[config.mk]
export PLATFORM = sky130hd
export DESIGN_NAME = core_pipe_wb
export DESIGN_NICKNAME = d
export VERILOG_FILES = /design/src/rtl/core_pipe_wb.sv
export SDC_FILE = /design/constraint.sdc
export NUM_CORES = 1
export LEC_CHECK = 0
export ABC_AREA = 1
export BUFFER_PORTS_ARGS = -buffer_cell sky130_fd_sc_hd__clkbuf_2
export CAP_MARGIN = 10
export CORE_AREA = 2 2 214 216
export DETAILED_ROUTE_END_ITERATION = 16
export DIE_AREA = 0 0 216 218
export PLACE_DENSITY = 0.42
export REMOVE_ABC_BUFFERS = 1
export SETUP_SLACK_MARGIN = 0.5
export SYNTH_ARGS = -nofsm -noshare
export SYNTH_HDL_FRONTEND = slang
export SYNTH_SLANG_ARGS = --single-unit
[constraint.sdc]
create_clock -name g_clk -period 2 [get_ports g_clk]
set_input_delay 0.1 -clock g_clk [delete_from_list [all_inputs] [get_ports g_clk]]
set_output_delay 0.1 -clock g_clk [all_outputs]
set_load 0.01 [all_outputs]
[src/rtl/core_pipe_wb.sv]
// Writeback stage: completes the instruction held in the s3_* registers by
// collecting memory responses, performing CSR accesses, writing GPRs and raising traps.
module core_pipe_wb #(
  parameter int XLEN = 64
) (
  input  logic            g_clk,
  input  logic            g_resetn,
  input  logic            s3_valid,
  output logic            s3_ready,
  input  logic            s3_full,
  input  logic [XLEN-1:0] s3_pc,
  input  logic [31:0]     s3_instr,
  input  logic [XLEN-1:0] s3_wdata,
  input  logic [4:0]      s3_rd,
  input  logic [6:0]      s3_lsu_op,
  input  logic [3:0]      s3_csr_op,
  input  logic [11:0]     s3_csr_addr,
  input  logic [1:0]      s3_wb_op,
  input  logic            s3_trap,
  input  logic            dmem_rsp_valid,
  input  logic            dmem_rsp_err,
  input  logic [XLEN-1:0] dmem_rsp_rdata,
  output logic            csr_en,
  output logic [3:0]      csr_op,
  output logic [11:0]     csr_addr,
  output logic [XLEN-1:0] csr_wdata,
  input  logic [XLEN-1:0] csr_rdata,
  input  logic            csr_error,
  output logic            rd_wen,
  output logic [4:0]      rd_addr,
  output logic [XLEN-1:0] rd_wdata,
  output logic            trap_valid,
  output logic [XLEN-1:0] trap_pc,
  output logic [6:0]      trap_cause,
  input  logic            trap_ack,
  output logic            instr_ret,
  output logic [1:0]      dbg_state
);
  localparam int XL = XLEN - 1;

  typedef enum logic [1:0] {
    ST_RUN      = 2'd0,
    ST_WAIT_MEM = 2'd1,
    ST_TRAP     = 2'd2
  } state_t;

  state_t      state_q, state_d;
  logic        retired_q, retired_d;
  logic        trap_valid_q, trap_valid_d;
  logic [XL:0] trap_pc_q, trap_pc_d;
  logic [6:0]  trap_cause_q, trap_cause_d;

  logic        is_load, is_store, is_lsu, active, misaligned;
  logic        complete, retire, csr_access, go_trap;
  logic [6:0]  cause_new;
  logic [XL:0] shifted, load_data, wb_data;
  logic        unused_instr;

  assign unused_instr = ^s3_instr;
  assign is_load  = s3_lsu_op[0];
  assign is_store = s3_lsu_op[1];
  assign is_lsu   = is_load || is_store;
  // retired_q masks a payload that already completed but is still held upstream
  assign active   = g_resetn && s3_full && !retired_q;
  assign misaligned = (s3_lsu_op[3] && s3_wdata[0]) ||
                      (s3_lsu_op[4] && (|s3_wdata[1:0])) ||
                      (s3_lsu_op[5] && (|s3_wdata[2:0]));

  always_comb begin
    complete   = 1'b0;
    csr_access = 1'b0;
    go_trap    = 1'b0;
    cause_new  = 7'd2;
    state_d    = state_q;
    case (state_q)
      ST_RUN: begin
        if (active) begin
          if (s3_trap) begin
            go_trap = 1'b1;
            if (misaligned && is_load)       cause_new = 7'd4;
            else if (misaligned && is_store) cause_new = 7'd6;
          end else if (is_lsu) begin
            if (dmem_rsp_valid) begin
              if (dmem_rsp_err) begin
                go_trap   = 1'b1;
                cause_new = is_load ? 7'd5 : 7'd7;
              end else begin
                complete = 1'b1;
              end
            end else begin
              state_d = ST_WAIT_MEM;
            end
          end else if (s3_wb_op == 2'b11) begin
            csr_access = 1'b1;
            if (csr_error) go_trap  = 1'b1;
            else           complete = 1'b1;
          end else begin
            complete = 1'b1;
          end
        end
      end
      ST_WAIT_MEM: begin
        if (active && dmem_rsp_valid) begin
          if (dmem_rsp_err) begin
            go_trap   = 1'b1;
            cause_new = is_load ? 7'd5 : 7'd7;
          end else begin
            complete = 1'b1;
          end
        end
      end
      ST_TRAP: begin
        if (g_resetn && trap_valid_q && trap_ack) complete = 1'b1;
      end
      default: state_d = ST_RUN;
    endcase
    if (go_trap)       state_d = ST_TRAP;
    else if (complete) state_d = ST_RUN;

    trap_valid_d = trap_valid_q;
    trap_pc_d    = trap_pc_q;
    trap_cause_d = trap_cause_q;
    if (go_trap) begin
      trap_valid_d = 1'b1;
      trap_pc_d    = s3_pc;
      trap_cause_d = cause_new;
    end else if (complete && state_q == ST_TRAP) begin
      trap_valid_d = 1'b0;
      trap_pc_d    = '0;
      trap_cause_d = '0;
    end

    // A new accept takes priority: the next payload must be treated as fresh
    if (s3_valid && s3_ready) retired_d = 1'b0;
    else if (complete)        retired_d = 1'b1;
    else                      retired_d = retired_q;
  end

  assign retire = complete && (state_q != ST_TRAP);

  assign shifted = dmem_rsp_rdata >> {s3_wdata[2:0], 3'b000};

  always_comb begin
    load_data = shifted;
    if (s3_lsu_op[2])
      load_data = {{(XLEN-8){s3_lsu_op[6] && shifted[7]}}, shifted[7:0]};
    else if (s3_lsu_op[3])
      load_data = {{(XLEN-16){s3_lsu_op[6] && shifted[15]}}, shifted[15:0]};
    else if (s3_lsu_op[4])
      load_data = {{(XLEN-32){s3_lsu_op[6] && shifted[31]}}, shifted[31:0]};
  end

  always_comb begin
    case (s3_wb_op)
      2'b01:   wb_data = s3_wdata;
      2'b10:   wb_data = load_data;
      2'b11:   wb_data = csr_rdata;
      default: wb_data = '0;
    endcase
  end

  assign rd_wen     = retire && (s3_wb_op != 2'b00) && (s3_rd != 5'd0) && !is_store;
  assign rd_addr    = rd_wen ? s3_rd : 5'd0;
  assign rd_wdata   = rd_wen ? wb_data : '0;
  assign csr_en     = csr_access;
  assign csr_op     = csr_access ? s3_csr_op : 4'd0;
  assign csr_addr   = csr_access ? s3_csr_addr : 12'd0;
  assign csr_wdata  = csr_access ? s3_wdata : '0;
  assign instr_ret  = retire;
  assign s3_ready   = g_resetn && (!active || complete);
  assign trap_valid = trap_valid_q;
  assign trap_pc    = trap_pc_q;
  assign trap_cause = trap_cause_q;
  assign dbg_state  = state_q;

  always_ff @(posedge g_clk) begin
    if (!g_resetn) begin
      state_q      <= ST_RUN;
      retired_q    <= 1'b0;
      trap_valid_q <= 1'b0;
      trap_pc_q    <= '0;
      trap_cause_q <= '0;
    end else begin
      state_q      <= state_d;
      retired_q    <= retired_d;
      trap_valid_q <= trap_valid_d;
      trap_pc_q    <= trap_pc_d;
      trap_cause_q <= trap_cause_d;
    end
  end
endmodule

After elaboration in Yosys (flattened, before gate mapping)
Cells that the tools add are included.

operators by class
  eq/ne operators = 15
  shift-type cells = 1
  multiplexer cells = 56
  bitwise gates (word level) = 2
  reductions and logical operators = 38

operators by type and width
  cell                                                              count
  64-bit two-way mux                                                7
  64-bit case mux with 3 select lines                               1
  64-bit by 6-bit right shift with 64-bit output                    1
  7-bit two-way mux                                                 4
  1-bit two-way mux                                                 24
  1-bit logical AND                                                 20
  3-bit two-way mux                                                 6
  4-bit inequality test (second input constant)                     4
  2-bit two-way mux                                                 7
  7-bit case mux with 2 select lines                                1
  12-bit two-way mux                                                1
  2-bit inequality test (second input constant)                     5
  5-bit AND reduction                                               2
  2-bit == test (second input constant)                             3
  2-bit OR reduction                                                3
  3-bit OR reduction                                                2
  5-bit two-way mux                                                 1
  5-bit nonzero test                                                1
  2-bit by 1-bit == test with 1-bit output (second input constant)  2
  1-bit logical OR                                                  4
  4-bit two-way mux                                                 1
  2-bit case mux with 2 select lines                                1
  2-bit nonzero test                                                2
  1-bit logical NOT                                                 3
  other kinds (5)                                                   6

storage, ports and cells
  register bits = 75

Depth between registers and ports, before layout
Gate-level depths: netlist (run 1).

  word-level depth = 11
  gate-level depth with buffers = 15
  depth with buffers taken out = 12

Worst setup path before layout (run 1)
OpenSTA, ideal clock, no wires.

  path kind = flip-flop to output port
  start = register state_q[0] (netlist: dbg_state[0])
  end = output port rd_wdata[48]
  data arrival time = 1.761 ns
  setup slack = 0.139 ns
  cell stages (with the launch flop) = 12
  buffers on the path = 1
  cells stage by stage = dfxtp_1 > inv_1 > ha_1 > nand3_1 > nand2_1 > o211ai_1 > nand2_1 > nand2_1 > nor2_2 > nand2_1 > buf_2 > a21oi_1

between the ends
  word-level cells in the longest chain between the ends = 7
  elaborated cells on any way between the ends = 10
  those cells by class = 3 x eq/ne; 2 x mux; 5 x reduce/logical

ends and longest elaborated chain
  element                                line  RTL
  start: declaration                     47    state_t state_q, state_d;
  start signal: assignment               184   state_q <= state_d;
  2-bit == test (tied with other cells)  75    case (state_q)
  1-bit case mux with 3 select lines     75
  1-bit logical AND *                    139   assign retire = complete && (state_q != ST_TRAP);
  net instr_ret                          36    output logic instr_ret,
  1-bit logical AND * (3 in series)      162   assign rd_wen = retire && (s3_wb_op != 2'b00) && (s3_rd != 5'd0) && !is_store;
  64-bit two-way mux *                   164   assign rd_wdata = rd_wen ? wb_data : '0;
  end: declaration                       31    output logic [XLEN-1:0] rd_wdata,

Mark *: on every way through the listed nets, which the timed path passes. The rest lies on a longest branch.

Worst setup path after layout (run 1)
  start = register state_q[0] (netlist: dbg_state[0])
  end = output port rd_wdata[61]

between the ends
  word-level cells in the longest chain between the ends = 7
  elaborated cells on any way between the ends = 10
  those cells by class = 3 x eq/ne; 2 x mux; 5 x reduce/logical

ends and longest elaborated chain
  element                                line
  2-bit == test (tied with other cells)  75
  1-bit case mux with 3 select lines     75
  1-bit logical AND *                    139
  1-bit logical AND * (3 in series)      162
  64-bit two-way mux *                   164

Every way passes the cells marked *; elsewhere a longest branch is shown, timed or not.

==> results of run 1 <==
==> worst min-delay path, cell delays in order <==
cell and delay, ps:
clkbuf_2 80, nand2_1 70, a21oi_2 50
==> Yosys cell counts (3+ instances only) <==
library cell  count  area share, %
buf_1             3           0.14
a21oi_2          11            1.2
buf_6            20            2.9
buf_4             8           0.77
o211ai_1         32            3.1
dfxtp_1          71             18
nor2_2            3           0.24
ha_1              4           0.64
inv_1           180            8.7
nand2_2          15            1.2
o221ai_1          8           0.90
inv_2             4           0.19
a21oi_1         130            8.4
o21ai_1           3           0.19
o22ai_1           3           0.24
o21ai_0         144            9.3
nand3_1          85            5.5
clkbuf_1         47            2.3
nand4_1           4           0.32
buf_2            42            2.7
nor2_1          135            6.5
nand2_1         495             24
==> state kept, by name, summed over array words and instances, names as in the netlist <==
| signal | flops |
|---|---|
| trap_pc | 64 |
| retired_q | 1 |
| trap_valid | 1 |
| dbg_state | 2 |
| trap_cause | 3 |
==> area by class of cell <==
class | count | area (sq um)
diodes | 2 | 5.00
clock buffers | 10 | 239
clock inverters | 6 | 92.6
fillers | 5104 | 30700
inverters | 185 | 738
multi-input cells | 1096 | 5880
flip-flops and latches | 71 | 1430
well taps | 600 | 751
repair buffers | 701 | 5070
repair inverters | 1 | 16.3
==> metal layers <==
metal | vias to the layer above | wire, um
li1 | 5841 | -
met1 | 5629 | 22200
met2 | 360 | 23900
met3 | 34 | 1990
met5 | - | 16
met4 | 2 | 739
==> cell families (layout without fill, tap and decap cells) <==
logic type | count (synthesis) | count (layout) | synth area share (%)
adders and majority gates | 4 | 4 | 0.643
other | 1 | 6 | 0.0482
AOI/OAI and AO/OA | 344 | 344 | 24.9
and+or+nand+nor | 743 | 744 | 38.2
buffers and inverters | 307 | 903 | 18.0
DFF | 71 | 71 | 18.3
==> per-stage QoR <==
stage          power (mW)  std cells  setup WS [ps]  util [%]  area (sq um)
4_1_cts              5.40       2643           -338      29.0         13000
5_1_grt              5.82       2672           -418      31.7         14200
3_3_place_gp         3.43       2559          -40.9      25.3         11300
6_report             5.51       2672           -308      31.7         14200
3_5_place_dp         3.43       2559          -56.8      25.3         11300
2_1_floorplan        2.43       1351          -1640         -          7090
==> power breakdown <==
part           internal [mW]  switching (mW)
clock network           1.13           0.672
logic                  0.881            1.29
registers               1.48          0.0474
==> what timing repair did <==
| action | CTS | global route |
|---|---|---|
| pin swaps | 12 | 31 |
| endpoints found under the hold margin | 40 | 0 |
| setup buffers | 16 | 15 |
| gates resized for setup | 116 | 308 |
| hold buffers | 40 | 0 |
| setup endpoints to repair | 223 | 224 |
| cloned | 12 | 12 |
==> worst paths after layout <==
kind / startpoint / to / cells after the start
setup reg to reg: dbg_state[0]$_SDFFE_PP0P_ / trap_pc[14]$_SDFFE_PN0P_ / 17
setup / recovery: dbg_state[0]$_SDFFE_PP0P_ / rd_wdata[61] / 13
hold / removal: s3_pc[16] / trap_pc[16]$_SDFFE_PN0P_ / 3
hold reg to reg: trap_pc[38]$_SDFFE_PN0P_ / trap_pc[38]$_SDFFE_PN0P_ / 2
==> impl_metrics.json, run 1 <==
{
  "status": "finished with violations",
  "violations": "setup timing",
  "rsz0062_at_grt": "yes",
  "grt-ovfl-total": 0,
  "drt_iter0_markers": 757,
  "critPathTopFamily": "simple AND/OR/NAND/NOR gates",
  "clk_latency_ps": 330,
  "final_cell_mix": "490 x nand2_1, 397 x clkbuf_2, 171 x inv_1",
  "syn_avg_cell_area_sq_um": 5.29,
  "dp_hpwl_um": 36000,
  "ant_nets": 0,
  "report.final.slew_viol_count": 0,
  "ys_seq_area_share_pct": 18.3,
  "peakVddDrop_v": 0.000337,
  "min_period_over_period_pct": 115,
  "syn_to_final_growth_pct": 82.7,
  "gp_congestion": 0.944,
  "grt_usage_pct": 19.0,
  "async_flop_share_pct": 0,
  "drc": 0,
  "routedWlPerCell_um": 18.3,
  "top_usage_layer": "met2",
  "globalRouteMet3Util_pct": 1.67,
  "hold_ws_ps": 7.65,
  "crit_slowest_cell": "dfxtp_4",
  "routed_wl_um": 48800,
  "crit_chain": "inv_4 -> ha_4 -> nand3_2 -> nand2_1 -> o211ai_1 -> nand2_1 -> nand2_2 -> nor2_4 -> nand2_8 -> buf_12 -> clkbuf_16 -> a21oi_2 -> buf_2",
  "powerDensity_nw_per_um2": 388,
  "final_nets": 2396,
  "reg2reg_slack_ps": -310,
  "slew_headroom_pct": 62.0,
  "setup_viol": 220,
  "htreeDepth": 3,
  "hold_path.class": "in -> reg",
  "coreArea_sq_um": 44900,
  "worstPathArrival_ps": 2210,
  "drv_cap": 0,
  "synth_edf_count": 0,
  "cts_buffers": 9,
  "crit_top_cell": "nand2_1",
  "synth_cell_types": 38,
  "setup_tns_ps": -48940,
  "die_width_um": 216,
  "use_met1_pct": 25.6,
  "antenna_found_initial": 3,
  "grt_max_degree": 66,
  "layout_setup_ws_ps": -308,
  "vias": 11866,
  "cts_tree": "yes",
  "crit_type": "reg -> out",
  "startpoint_type": "flop",
  "netlist_area_sq_um": 7780,
  "grt_pass1_wl_um": 68700,
  "io-pin-count": 554,
  "path_clk_slew_ps": 60,
  "final_common_cell": "nand2_1",
  "cts.sinks": 71,
  "final-hold-violation-count": 0,
  "ys_seq_elements": 71,
  "grt_pass1_vias": 11205,
  "fmax_mhz": 433,
  "start_util_pct": 17.3,
  "path_buf_inv": 4,
  "portBuffers": 517,
  "max_stage_delay_ps": 370,
  "clockRootBuffer": "clkbuf_16",
  "critical_path_peak_fanout": 6,
  "met2_usage_pct": 33.1,
  "netlist_instances": 1470,
  "ys_warn_count": 0,
  "first_pass_iters": 5,
  "cp.required_ps": 1900,
  "fin_skew_ps": 11.6,
  "drive_above_1_share_pct": 43.3,
  "worstMarginPinSlew_ps": 567,
  "dieArea_sq_um": 47100,
  "leakage_nw": 7.18,
  "clk_path_buf_depth": 2,
  "rows": 78,
  "endpoint_kind": "primary output",
  "synthFlopType": "dfxtp_1",
  "vias_per_cell": 4.44,
  "die_h_um": 218,
  "min_period_ps": 2310
}
(Power assumes the default switching activity.)
==> inputs of run 2 (changes only) <==
RECOVER_POWER = 50   (was unset)
==> run 2 against run 1 <==
Effect of this change: the run still ends with setup timing left; critical path depth is the same; cell area shrank 0.31%; routed wire length is essentially flat; sequential power about the same; via count up 0.40%; fmax barely moved; flip-flop and latch count unchanged; setup slack barely moved; critical endpoint unchanged; largest cell class unchanged; largest power group unchanged.
==> impl_metrics.json, run 2 (same netlist as run 1, synthesis figures left out) <==
{
  "status": "finished with violations",
  "violations": "setup timing",
  "hold_path.class": "in -> reg",
  "setup_viol": 220,
  "leakage_nw": 7.06,
  "grt_pass1_wl_um": 68700,
  "grt-ovfl-total": 0,
  "crit_type": "reg -> out",
  "portBuffers": 517,
  "vias": 11913,
  "routedWlPerCell_um": 18.3,
  "rr_startpoint": "dbg_state[0]$_SDFFE_PP0P_",
  "ant_nets": 0,
  "grt_usage_pct": 19.0,
  "final_cell_mix": "490 x nand2_1, 362 x clkbuf_2, 171 x inv_1",
  "min_period_over_period_pct": 115,
  "clk_path_buf_depth": 2,
  "worstMarginPinSlew_ps": 588,
  "drive_above_1_share_pct": 41.6,
  "rows": 78,
  "final_common_cell": "nand2_1",
  "die_width_um": 216,
  "critical_path_peak_fanout": 6,
  "endpoint_kind": "primary output",
  "final_nets": 2396,
  "io-pin-count": 554,
  "cts_tree": "yes",
  "grt_max_degree": 66,
  "reg2reg_slack_ps": -310,
  "htreeDepth": 3,
  "dp.cells": 2559,
  "dieArea_sq_um": 47100,
  "final-hold-violation-count": 0,
  "cp-startpoint": "dbg_state[0]$_SDFFE_PP0P_",
  "syn_to_final_growth_pct": 82.1,
  "fillers": 5118,
  "min_period_ps": 2310,
  "multiInputGateArea_sq_um": 5880,
  "fmax_mhz": 433,
  "path_clk_slew_ps": 60,
  "rsz0062_at_grt": "yes",
  "worstPathArrival_ps": 2210,
  "antenna_found_initial": 3,
  "hold_start": "s3_pc[16]",
  "slew_headroom_pct": 60.6,
  "report.final.slew_viol_count": 0,
  "startpoint_type": "flop",
  "peakVddDrop_v": 0.000335,
  "cts_buffers": 9,
  "dp_hpwl_um": 36000,
  "coreArea_sq_um": 44900,
  "first_pass_iters": 5,
  "drv_cap": 0,
  "clk_latency_ps": 330,
  "dp_worst_setup_slack_ps": -56.8,
  "start_util_pct": 17.3,
  "gp_congestion": 0.944,
  "fin_skew_ps": 11.4,
  "stdcell_count": 2672,
  "routed_wl_um": 48800,
  "drc": 0,
  "powerDensity_nw_per_um2": 388,
  "seqCellArea_sq_um": 1430,
  "cts.sinks": 71,
  "die_h_um": 218,
  "largest_reg_flops": 64,
  "drt_iter0_markers": 821,
  "cp.required_ps": 1900,
  "grt_pass1_vias": 11205,
  "vias_per_cell": 4.46,
  "clockRootBuffer": "clkbuf_16",
  "layout_setup_ws_ps": -308
}
[run 2: cell types whose count changed in the layout (fill, tap and decap cells not counted)]
cell	previous run	this run
clkbuf_2	397	362
clkbuf_1	0	35
[run 2: worst max-delay path, cell delays in order (launching register included)]
cell       delay [ps]
dfxtp_4           370
inv_4              60
ha_4              120
nand3_2            70
nand2_1            70
o211ai_1           90
nand2_1           110
nand2_2            90
nor2_4            180
nand2_8           110
buf_12            180
clkbuf_16         180
a21oi_2           100
buf_2             140
[run 2: final cells by class]
type	count	area share, %
Clock buffer	10	1.69
Tap cell	600	5.30
Sequential cell	71	10.1
Inverter	185	5.21
Clock inverter	6	0.654
Timing Repair Buffer	701	35.5
Timing Repair inverter	1	0.115
Multi-Input combinational cell	1096	41.5
Antenna cell	2	0.0353
[run 2: what timing repair did]
| action | in CTS | in global routing |
|---|---|---|
| pin swaps | 12 | 31 |
| setup endpoints to repair | 223 | 224 |
| cloned | 12 | 12 |
| hold buffers | 40 | 0 |
| endpoints found under the hold margin | 40 | 0 |
| setup buffers | 16 | 15 |
| gates resized for setup | 116 | 308 |
[run 2: final timing paths]
check,to,depth (start not counted)
min,trap_pc[16]$_SDFFE_PN0P_,3
min reg2reg,trap_pc[38]$_SDFFE_PN0P_,2
max,rd_wdata[61],13
max reg2reg,trap_pc[14]$_SDFFE_PN0P_,17
[run 2: where the power goes]
part	internal (mW)	switching, mW	total, mW
Clock	1.13	0.673	1.81
Combinational	0.873	1.29	2.16
Sequential	1.48	0.0470	1.53
[run 2: through the flow]
stage          setup TNS, ps  hold slack, ps  power [mW]  utilization (%)  area, sq um
4_1_cts               -45670           0.867        5.40             29.0        13000
2_1_floorplan        -217630             177        2.43                -         7090
6_report              -48770            7.24        5.50             31.6        14200
5_1_grt               -71990            6.37        5.81             31.6        14200
3_5_place_dp           -1300             268        3.43             25.3        11300
3_3_place_gp            -478             269        3.43             25.3        11300
[run 2: routing by layer]
layer	up-vias	global-route usage, %	routed length [um]
li1	5847	-	-
met3	38	1.67	2000
met5	-	0	16
met4	2	3.40	763
met1	5662	25.6	22200
met2	364	33.1	23800
==> inputs of run 3 (changes only) <==
==> constraint.sdc (replaced) <==
create_clock -name g_clk -period 2 [get_ports g_clk]
set_input_delay 0.1 -clock g_clk [delete_from_list [all_inputs] [get_ports g_clk]]
set_output_delay 0.1 -clock g_clk [all_outputs]
set_load 0.1 [all_outputs]
==> run 3 against run 2 <==
Effect of this change: the run still ends with setup timing left; critical path depth unchanged; cell count rose by 1.2%; flip-flop and latch count unchanged; non-clock buffer count increased by 29; via count up 3.0%; routed wire length increased by 5.9%; clock skew is 5.8 ps lower; combinational power up 49%; critical endpoint is now rd_wen; largest power group unchanged.
==> impl_metrics.json, run 3 (same netlist as run 1, synthesis figures left out) <==
{
  "drv_cap": 0,
  "clkPwrFrac_pct": 25.7,
  "cts.sinks": 71,
  "routed_wl_um": 51700,
  "fin_skew_ps": 5.55,
  "grt_pass1_wl_um": 75200,
  "grt_pass1_vias": 12177,
  "largest_reg_flops": 64,
  "dp_hpwl_um": 36800,
  "layout_setup_ws_ps": -372,
  "met2_usage_pct": 35.4,
  "slew_headroom_pct": 15.7,
  "clockRootBuffer": "clkbuf_16",
  "portBuffers": 517,
  "final_cell_mix": "459 x nand2_1, 329 x clkbuf_2, 184 x buf_12",
  "seq_power_share_pct": 23.9,
  "globalRouteMet3Util_pct": 3.14,
  "report.final.slew_viol_count": 0,
  "coreArea_sq_um": 44900,
  "gp_congestion": 0.943,
  "setup_viol": 221,
  "power.switching_mw": 2.80,
  "dp.cells": 2561,
  "grt_max_degree": 66,
  "rr_startpoint": "dbg_state[0]$_SDFFE_PP0P_",
  "final_nets": 2425,
  "hold_start": "s3_pc[28]",
  "fmax_mhz": 422,
  "leakage_nw": 7.73,
  "path_clk_slew_ps": 60,
  "cts_buffers": 9,
  "powerDensity_nw_per_um2": 367,
  "dieArea_sq_um": 47100,
  "crit_slowest_cell": "dfxtp_4",
  "internal_power_mw": 3.59,
  "drive_above_1_share_pct": 43.4,
  "start_util_pct": 17.3,
  "reg2reg_depth": 16,
  "grt_usage_pct": 20.9,
  "antenna_found_initial": 5,
  "min_period_ps": 2370,
  "setup_tns_ps": -53910,
  "die_width_um": 216,
  "crit_chain": "inv_4 -> ha_4 -> nand3_2 -> nand2_1 -> o211ai_1 -> nand2_1 -> nand2_2 -> nor2_4 -> nand2_8 -> buf_12 -> buf_16 -> inv_1 -> buf_12",
  "seqCellArea_sq_um": 1430,
  "rows": 78,
  "htreeDepth": 3,
  "use_met1_pct": 27.4,
  "critical_path_peak_fanout": 6,
  "ant_nets": 0,
  "hold_path_depth": 3,
  "io-pin-count": 554,
  "peakVddDrop_v": 0.000391,
  "final-hold-violation-count": 0,
  "worstMarginPinSlew_ps": 1270,
  "vias_per_cell": 4.54,
  "worstPathArrival_ps": 2270,
  "cp-startpoint": "dbg_state[0]$_SDFFE_PP0P_",
  "switching_share_pct": 43.8,
  "endpoint_kind": "primary output",
  "top_usage_layer": "met2",
  "syn_to_final_growth_pct": 124,
  "cp.required_ps": 1900,
  "stdcell_count": 2704,
  "cts_tree": "yes",
  "crit_type": "reg -> out",
  "drc": 0,
  "drt_iter0_markers": 890,
  "startpoint_type": "flop",
  "violations": "setup timing",
  "grt-ovfl-total": 0,
  "die_h_um": 218,
  "final_common_cell": "nand2_1",
  "routedWlPerCell_um": 19.1,
  "combPwrFrac_pct": 50.4,
  "min_period_over_period_pct": 119,
  "status": "finished with violations",
  "vias": 12270,
  "clk_latency_ps": 340,
  "hold_path.class": "in -> reg",
  "fillers": 4708,
  "rsz0062_at_grt": "yes",
  "first_pass_iters": 5,
  "max_stage_delay_ps": 360,
  "clk_path_buf_depth": 2,
  "multiInputGateArea_sq_um": 6430
}
-- run 3: cell types whose count changed in the layout (fill, tap and decap cells not counted), moves of 33 or more --
cell,change
nor2_2,-39
nor2_4,+70
clkbuf_2,-33
a21oi_2,-42
buf_2,-93
a21oi_4,+34
buf_12,+157
-- run 3: worst paths after layout --
kind                                                  to  slack, ps
worst max register to register  trap_pc[25]$_SDFFE_PN0P_       -300
worst min-delay path            trap_pc[28]$_SDFFE_PN0P_          7
worst min register to register  trap_pc[38]$_SDFFE_PN0P_        460
worst max-delay path                              rd_wen       -370
-- run 3: repair_timing --
action | in CTS | in global routing
endpoints found under the setup margin | 223 | 225
endpoints found under the hold margin | 58 | 0
pin swaps | 15 | 26
gates resized for setup | 372 | 54
cloned | 32 | 1
hold buffers | 58 | 0
setup buffers | 25 | 6
-- run 3: metal layers --
metal,part of all wire [%],routed length [um]
met3,5.6,2880
met4,2.7,1390
met2,49,25300
met1,43,22100
met5,0,0
-- run 3: power by group through the flow --
stage               sequential, mW  combinational (mW)  clock, mW
finish                        1.53                3.22       1.65
global route                  1.53                3.44       1.73
CTS                           1.52                3.15       1.67
detailed placement            1.55                2.61          0
global placement              1.55                2.60          0
floorplan                     2.05                1.00          0
-- run 3: area by class of cell --
cell class / instances / area share [%]
timing repair buffer: 730 / 44.4
multi-input combinational: 1095 / 36.9
sequential: 71 / 8.18
tap: 600 / 4.31
inverter: 185 / 4.20
clock buffer: 10 / 1.31
clock inverter: 6 / 0.402
timing repair inverter: 2 / 0.208
antenna: 5 / 0.0718
-- run 3: critical path: cells and delay by family (launching register included) --
family,cells,cell delay [ps]
flip-flops,1,360
adder cells (fa/ha/maj),1,120
AO/OA/AOI/OAI,1,80
AND/OR/NAND/NOR,6,610
buffers and inverters,5,730
-- run 3: through the flow --
stage	hold WS, ps	utilization (%)	setup WS, ps	area [sq um]	power [mW]
finish	6.84	38.8	-372	17400	6.39
global route	10.4	38.8	-483	17400	6.70
CTS	0.410	38.2	-355	17100	6.34
detailed placement	265	30.7	-203	13800	4.16
global placement	267	30.7	-191	13800	4.15
floorplan	177	-	-3810	7090	3.05
